### config.mk
export PLATFORM = sky130hd
export DESIGN_NAME = rgmii_rx_gmii_adapter
export DESIGN_NICKNAME = d
export VERILOG_FILES = /design/src/rtl/rgmii_rx_gmii_adapter_pkg.sv /design/src/rtl/rgmii_rx_gmii_adapter_inband_status.sv /design/src/rtl/rgmii_rx_gmii_adapter.sv
export SDC_FILE = /design/constraint.sdc
export NUM_CORES = 1
export LEC_CHECK = 0
export CORE_MARGIN = 2
export CORE_UTILIZATION = 65
export DETAILED_ROUTE_END_ITERATION = 8
export DONT_BUFFER_PORTS = 1
export GPL_TIMING_DRIVEN = 1
export PLACE_DENSITY = 0.93
export SLEW_MARGIN = 40
export SYNTH_ARGS = -nofsm -noshare
export SYNTH_HDL_FRONTEND = slang
export SYNTH_SLANG_ARGS = --single-unit
### constraint.sdc
create_clock -name clk_i -period 2.4 [get_ports clk_i]
set_clock_uncertainty 0.05 [all_clocks]
set_input_delay 0.24 -clock clk_i [delete_from_list [all_inputs] [get_ports clk_i]]
set_output_delay 0.24 -clock clk_i [all_outputs]
set_load 0.005 [all_outputs]
### src/rtl/rgmii_rx_gmii_adapter_pkg.sv
// Shared ethernet definitions for the RGMII receive path: speed encodings,
// nibble assembler states and the in-band link status record.
package rgmii_rx_gmii_adapter_pkg;

   localparam logic [1:0] SPEED_10   = 2'b00;
   localparam logic [1:0] SPEED_100  = 2'b01;
   localparam logic [1:0] SPEED_1000 = 2'b10;

   typedef enum logic {
      ASM_LOW  = 1'b0,
      ASM_HIGH = 1'b1
   } asm_state_t;

   typedef struct packed {
      logic       link;
      logic [1:0] speed;
      logic       duplex;
   } inband_status_t;

   // Encoding 2'b11 is not defined by RGMII and is handled like gigabit.
   function automatic logic is_gig(input logic [1:0] speed);
      return (speed == SPEED_1000) || (speed == 2'b11);
   endfunction

   function automatic inband_status_t decode_status(input logic [3:0] nib);
      inband_status_t s;
      s.link   = nib[0];
      s.speed  = nib[2:1];
      s.duplex = nib[3];
      return s;
   endfunction

endpackage

### src/rtl/rgmii_rx_gmii_adapter_inband_status.sv
// In-band RGMII link status decoder: a value is accepted only after it has been
// seen on two consecutive plain-idle samples.
module rgmii_inband_status
   import rgmii_rx_gmii_adapter_pkg::*;
#(
   parameter bit en_p = 1'b1
) (
   input  logic       clk_i,
   input  logic       reset_n_i,
   input  logic       sample_idle_i,
   input  logic [3:0] nibble_i,
   output logic       link_up_o,
   output logic [1:0] link_speed_o,
   output logic       full_duplex_o
);

   logic [3:0]     cand_q, cand_d;
   logic           cand_vld_q, cand_vld_d;
   inband_status_t status_q, status_d;

   always_comb begin
      cand_d     = cand_q;
      cand_vld_d = cand_vld_q;
      status_d   = status_q;
      if (en_p) begin
         // Frame and carrier-extend samples break the run of matching idles.
         if (sample_idle_i) begin
            cand_d     = nibble_i;
            cand_vld_d = 1'b1;
            if (cand_vld_q && (cand_q == nibble_i)) begin
               status_d = decode_status(nibble_i);
            end
         end else begin
            cand_vld_d = 1'b0;
         end
      end
   end

   always_ff @(posedge clk_i or negedge reset_n_i) begin
      if (!reset_n_i) begin
         cand_q     <= 4'h0;
         cand_vld_q <= 1'b0;
         status_q   <= '0;
      end else begin
         cand_q     <= cand_d;
         cand_vld_q <= cand_vld_d;
         status_q   <= status_d;
      end
   end

   assign link_up_o     = status_q.link;
   assign link_speed_o  = status_q.speed;
   assign full_duplex_o = status_q.duplex;

endmodule

### src/rtl/rgmii_rx_gmii_adapter.sv
// Converts DDR-sampled RGMII receive nibbles into a GMII byte stream with a
// byte strobe; gigabit uses both edges, 10/100 assembles two rising-edge nibbles.
module rgmii_rx_gmii_adapter
   import rgmii_rx_gmii_adapter_pkg::*;
#(
   parameter bit inband_en_p = 1'b1
) (
   input  logic       clk_i,
   input  logic       reset_n_i,
   input  logic [4:0] ddr_q1_i,
   input  logic [4:0] ddr_q2_i,
   input  logic [1:0] speed_i,
   output logic [7:0] gmii_rxd_o,
   output logic       gmii_rx_dv_o,
   output logic       gmii_rx_er_o,
   output logic       gmii_ce_o,
   output logic       link_up_o,
   output logic [1:0] link_speed_o,
   output logic       full_duplex_o
);

   logic [1:0] mode_q, mode_d;
   asm_state_t state_q, state_d;
   logic [3:0] nib_lo_q, nib_lo_d;
   logic       ctl_lo_q, ctl_lo_d;
   logic       prev_ctl_q;
   logic       sync_q;
   logic [7:0] rxd_q, rxd_d;
   logic       dv_q, dv_d;
   logic       er_q, er_d;
   logic       ce_q, ce_d;

   logic ctl;
   logic ctl_rise;
   logic sample_idle;

   assign ctl      = ddr_q1_i[4];
   assign ctl_rise = ctl && !prev_ctl_q;

   always_comb begin
      mode_d   = mode_q;
      state_d  = state_q;
      nib_lo_d = nib_lo_q;
      ctl_lo_d = ctl_lo_q;
      rxd_d    = rxd_q;
      dv_d     = dv_q;
      er_d     = er_q;
      ce_d     = 1'b0;

      // Speed is only re-sampled between frames so a frame never changes format.
      if (!dv_q && !(ctl && sync_q)) begin
         mode_d = speed_i;
      end

      if (is_gig(mode_q)) begin
         state_d = ASM_LOW;
         ce_d    = 1'b1;
         rxd_d   = {ddr_q2_i[3:0], ddr_q1_i[3:0]};
         dv_d    = ctl;
         er_d    = ctl ^ ddr_q2_i[4];
      end else if (ctl_rise || (state_q == ASM_LOW)) begin
         state_d  = ASM_HIGH;
         nib_lo_d = ddr_q1_i[3:0];
         ctl_lo_d = ctl;
      end else begin
         state_d = ASM_LOW;
         ce_d    = 1'b1;
         if (ctl_lo_q && !ctl) begin
            // Odd nibble count: flag the dangling low nibble as an errored byte.
            rxd_d = {4'h0, nib_lo_q};
            dv_d  = 1'b1;
            er_d  = 1'b1;
         end else if (!ctl_lo_q && !ctl) begin
            rxd_d = 8'h00;
            dv_d  = 1'b0;
            er_d  = 1'b0;
         end else begin
            rxd_d = {ddr_q1_i[3:0], nib_lo_q};
            dv_d  = ctl_lo_q & ctl;
            er_d  = ctl_lo_q ^ ctl;
         end
      end

      // Until ctl has been seen low after reset we may be inside a frame tail.
      if (!sync_q) begin
         rxd_d = 8'h00;
         dv_d  = 1'b0;
         er_d  = 1'b0;
      end
   end

   always_ff @(posedge clk_i or negedge reset_n_i) begin
      if (!reset_n_i) begin
         mode_q     <= SPEED_10;
         state_q    <= ASM_LOW;
         nib_lo_q   <= 4'h0;
         ctl_lo_q   <= 1'b0;
         prev_ctl_q <= 1'b0;
         sync_q     <= 1'b0;
         rxd_q      <= 8'h00;
         dv_q       <= 1'b0;
         er_q       <= 1'b0;
         ce_q       <= 1'b0;
      end else begin
         mode_q     <= mode_d;
         state_q    <= state_d;
         nib_lo_q   <= nib_lo_d;
         ctl_lo_q   <= ctl_lo_d;
         prev_ctl_q <= ctl;
         sync_q     <= sync_q | !ctl;
         rxd_q      <= rxd_d;
         dv_q       <= dv_d;
         er_q       <= er_d;
         ce_q       <= ce_d;
      end
   end

   assign gmii_rxd_o   = rxd_q;
   assign gmii_rx_dv_o = dv_q;
   assign gmii_rx_er_o = er_q;
   assign gmii_ce_o    = ce_q;

   assign sample_idle = is_gig(mode_q) ? (!ctl && !ddr_q2_i[4]) : !ctl;

   rgmii_inband_status #(
      .en_p (inband_en_p)
   ) u_inband_status (
      .clk_i         (clk_i),
      .reset_n_i     (reset_n_i),
      .sample_idle_i (sample_idle),
      .nibble_i      (ddr_q1_i[3:0]),
      .link_up_o     (link_up_o),
      .link_speed_o  (link_speed_o),
      .full_duplex_o (full_duplex_o)
   );

endmodule

==> impl_metrics.prom <==
# TYPE chip_impl_metric gauge
chip_impl_metric{name="post-route-drc-count",unit=""} 0
chip_impl_info{name="synth.area.top_cells",value="dfrtp_1 (52%), mux2_2 (11%), o211a_1 (7.2%), nand2_1 (3.8%), ha_1 (2.7%)"} 1
chip_impl_metric{name="grt_pass1_vias",unit=""} 914
chip_impl_metric{name="final_area",unit="mm²"} 0.001499
chip_impl_info{name="worstSetupEndpoint",value="gmii_rx_dv_o"} 1
chip_impl_metric{name="avgRoutedWirePerCell",unit="µm"} 18.95
chip_impl_metric{name="post_synth_fa_ha_maj_area_fraction",unit="%"} 2.715
chip_impl_metric{name="n_fill_cell",unit=""} 123
chip_impl_metric{name="cts.htree.levels",unit=""} 2
chip_impl_metric{name="postSynthRegisterBits",unit=""} 29
chip_impl_metric{name="pwr_density_cell",unit="mW/mm²"} 1274
chip_impl_metric{name="chipWidth",unit="µm"} 50.12
chip_impl_metric{name="tritoncts.num_buffers",unit=""} 5
chip_impl_metric{name="buffer_ports.inserted",unit=""} 0
chip_impl_info{name="critPathLaunch",value="mode_q[1]"} 1
chip_impl_info{name="min-delay-path-class",value="in2reg"} 1
chip_impl_metric{name="routed_wirelength",unit="µm"} 2804
chip_impl_metric{name="wirelength_met1",unit="µm"} 1098
chip_impl_metric{name="post-route-util",unit="%"} 75.63
chip_impl_metric{name="gr-total-overflow",unit=""} 0
chip_impl_metric{name="detailedRoute.firstIterationViolations",unit=""} 16
chip_impl_metric{name="synth_seq_area_share",unit="%"} 52.49
chip_impl_metric{name="worst-endpoint-arrival",unit="ns"} 1.79
chip_impl_metric{name="detail-route-antenna-nets",unit=""} 0
chip_impl_metric{name="netlist_area",unit="mm²"} 0.001383
chip_impl_metric{name="place.detailed.hpwl",unit="µm"} 1775
chip_impl_metric{name="yosys.area_share.xor_xnor",unit="%"} 2.534
chip_impl_metric{name="cts.reportedPaths.clkPinSlew",unit="ns"} 0.08
chip_impl_metric{name="dr_wl_met3",unit="µm"} 252
chip_impl_info{name="yosys.area.top_type",value="dfrtp_1"} 1
chip_impl_metric{name="vias_cell",unit=""} 6.128
chip_impl_info{name="worstSetupPathType",value="reg2reg"} 1
chip_impl_metric{name="insertion_delay",unit="ns"} 0.33
chip_impl_metric{name="drv_slew",unit=""} 0
chip_impl_info{name="synth-main-ff-cell",value="dfrtp_1"} 1
chip_impl_metric{name="cap_viol_max_count",unit=""} 0
chip_impl_metric{name="grtUsageTotal",unit="%"} 25.08
chip_impl_metric{name="share_comb_of_total_power",unit="%"} 37.6
chip_impl_info{name="terminus_of_the_critical_flop_to_flop_path",value="gmii_rx_dv_o"} 1
chip_impl_info{name="unrepaired_setup_endpoints_after_global_routing",value="no"} 1
chip_impl_metric{name="final.period_utilization",unit="%"} 67.72
chip_impl_metric{name="row_count",unit=""} 16
chip_impl_metric{name="post_route_cells_drive_above_1_share",unit="%"} 20.66
chip_impl_metric{name="antenna_cells",unit=""} 0
chip_impl_metric{name="yosys-mux-area-fraction",unit="%"} 11.31
chip_impl_metric{name="routabilityCongestion",unit=""} 0.8272
chip_impl_metric{name="cp_max_fo",unit=""} 14
chip_impl_metric{name="internal-power",unit="W"} 0.001220
chip_impl_metric{name="pwr-share-seq",unit="%"} 47.0
chip_impl_metric{name="leakagePower",unit="nW"} 0.7015
chip_impl_info{name="reg2reg_from",value="mode_q[1]"} 1
chip_impl_metric{name="drtPass1Iterations",unit=""} 4
chip_impl_metric{name="synth_enable_flop_cells",unit=""} 0
chip_impl_metric{name="synth_fp_nets",unit=""} 129
chip_impl_metric{name="max-clock-path-buffers",unit=""} 2
chip_impl_metric{name="ioPinCount",unit=""} 29
chip_impl_metric{name="reg2reg_setup_slack",unit="ns"} 0.77
chip_impl_metric{name="clock_power_share",unit="%"} 15.5
chip_impl_metric{name="synth_top_cell_area_share",unit="%"} 52.49
chip_impl_metric{name="fin_tns_setup",unit="ns"} 0
chip_impl_metric{name="post_synth_inst_count",unit=""} 112
chip_impl_metric{name="fin_total_pwr",unit="W"} 0.001910
chip_impl_metric{name="report.final.setup_viol",unit=""} 0
chip_impl_metric{name="post_cts_repair_setup_buffers",unit=""} 0
chip_impl_metric{name="async_set_or_reset_register_ratio_after_synthesis",unit="%"} 100.0
chip_impl_metric{name="synth_compound_gate_area_share",unit="%"} 14.57
chip_impl_metric{name="count_of_nets_after_finishing",unit=""} 138
chip_impl_metric{name="placed_area",unit="mm²"} 0.001364
chip_impl_metric{name="vias",unit=""} 907
chip_impl_metric{name="effective_utilization_at_floorplan",unit="%"} 69.76
chip_impl_metric{name="wire_length_of_the_first_global_routing_pass",unit="µm"} 4416
chip_impl_metric{name="yosys.area_share.simple",unit="%"} 10.14
chip_impl_metric{name="synth_cell_types",unit=""} 27
chip_impl_info{name="synth.cells.most_frequent",value="dfrtp_1 (29), nand2_1 (14), mux2_2 (13)"} 1
chip_impl_metric{name="largest_net_degree_at_the_start_of_global_routing",unit=""} 30
chip_impl_metric{name="p_switching",unit="W"} 0.0006898
chip_impl_info{name="critPathLaunchType",value="flop"} 1
chip_impl_info{name="most_common_cell_in_the_synthesized_netlist",value="dfrtp_1"} 1
chip_impl_metric{name="routed-wl-met2",unit="µm"} 1422
chip_impl_info{name="synth_top_family_by_area",value="compound AO/OA/AOI/OAI gates"} 1
chip_impl_metric{name="synthesis.yosys.warnings",unit=""} 0
chip_impl_info{name="timing.critical_path.to_type",value="flop"} 1
chip_impl_metric{name="minimum_period_implied_by_the_final_worst_setup_slack",unit="ns"} 1.625
chip_impl_metric{name="worst_ir_drop_vdd",unit="V"} 0.0008872
chip_impl_info{name="run_status",value="finished clean"} 1
chip_impl_info{name="cts_tree",value="done"} 1
chip_impl_metric{name="swShare",unit="%"} 36.11
chip_impl_metric{name="grt_antenna_before_repair",unit=""} 0
chip_impl_metric{name="cp.required",unit="ns"} 2.56
chip_impl_metric{name="die_h",unit="µm"} 50.12
chip_impl_metric{name="area_delta_synth_final",unit="%"} 8.416
chip_impl_metric{name="worst_pin_slew",unit="ns"} 0.4138
chip_impl_metric{name="synthesis.area_per_instance",unit="µm²"} 12.34
chip_impl_metric{name="hold_viol_final",unit=""} 0
chip_impl_metric{name="worst_r2r_path_depth",unit=""} 4
chip_impl_metric{name="fp.dieArea",unit="mm²"} 0.002512
chip_impl_metric{name="core_area",unit="mm²"} 0.001982
chip_impl_metric{name="slew_headroom",unit="%"} 72.41
chip_impl_metric{name="number_of_clock_sinks",unit=""} 29
chip_impl_metric{name="maxClockFrequency",unit="MHz"} 615.3
chip_impl_info{name="clock-root-buffer",value="clkbuf_4"} 1
chip_impl_info{name="top_layer_used",value="met4"} 1
## per-stage QoR
| stage | setup WS [ns] | hold WS (ns) | std cells |
|---|---|---|---|
| floorplan | 0.9531 | -0.1056 | 112 |
| global placement | 0.8294 | -0.1051 | 134 |
| detailed placement | 0.8052 | -0.1052 | 134 |
| CTS | 0.7870 | 0.001041 | 144 |
| global route | 0.6749 | 0.002485 | 148 |
| finish | 0.7748 | 0.007714 | 148 |
## power by group through the flow
stage / Combinational (W) / Sequential (W) / Clock, W
2_1_floorplan: 0.000684 / 0.000839 / 0
3_3_place_gp: 0.000635 / 0.000888 / 0
3_5_place_dp: 0.000678 / 0.000904 / 0
4_1_cts: 0.000699 / 0.000897 / 0.000298
5_1_grt: 0.000791 / 0.000923 / 0.000318
6_report: 0.000717 / 0.000898 / 0.000295
## timing repair
action | 4_1_cts | 5_1_grt
hold buffers | 3 | 4
gates resized for setup | 0 | 0
endpoints found under the hold margin | 30 | 8
## area by class of cell
type                            instances  area (µm²)  area share [%]
Tap cell                               27       33.78           2.254
Inverter                                5       18.77           1.252
Clock buffer                            7       55.05           3.673
Multi-Input combinational cell         71       570.5           38.06
Timing Repair Buffer                    9       95.09           6.344
Sequential cell                        29       725.7           48.41
## routing by layer
layer	vias up	global-route usage [%]
met1	458	28.34
met4	0	8.333
met5	-	0
met2	33	41.45
met3	6	11.82
li1	410	-
## worst max-delay path: stages (launching register included)
cell and delay, ns:
dfrtp_1 0.54, a21o_1 0.39, buf_4 0.27, o211ai_1 0.11, o211a_1 0.14
## layout by cell type (no fill, tap or decap), drive strengths merged
master / n
nor3: 1
mux2: 13
xnor2: 3
inv: 5
mux2i: 1
dfrtp: 29
a21oi: 8
dlygate4sd3: 6
buf: 3
o211a: 10
ha: 3
clkbuf: 7
xor2: 1
or2b: 1
nor2: 2
nand2: 14
nor4b: 4
o21ai: 1
nand2b: 2
a21o: 1
o211ai: 5
nand4: 1
## state kept, by name, summed over array words and instances, names as in the netlist, 2 cells and up
| name | count |
|---|---|
| gmii_rxd_o | 8 |
| u_inband_status.link_speed_o | 2 |
| u_inband_status.cand_q | 4 |
| nib_lo_q | 4 |
## cells by family (layout without fill, tap and decap cells)
kind of cell / after synthesis / after routing
AO/OA/AOI/OAI: 25 / 25
XOR/XNOR: 4 / 4
adder cells (fa/ha/maj): 3 / 3
buffers and inverters: 12 / 21
flip-flops: 29 / 29
multiplexers: 14 / 14
AND/OR/NAND/NOR: 25 / 25
## how the worst min path moves through the flow
stage | cells past startpoint | endpoint | slack, ns | start
3_3_place_gp | 0 | sync_q | -0.11 | reset_n_i
3_5_place_dp | 0 | gmii_rx_dv_o | -0.11 | reset_n_i
6_report | 1 | u_inband_status.link_up_o | 0.008 | ddr_q1_i[0]
2_1_floorplan | 0 | ctl_lo_q | -0.11 | reset_n_i
4_1_cts | 1 | nib_lo_q[0] | 0.001 | ddr_q1_i[0]
5_1_grt | 1 | u_inband_status.link_speed_o[1] | 0.002 | ddr_q1_i[2]
Power figures use the tool's default switching activity.
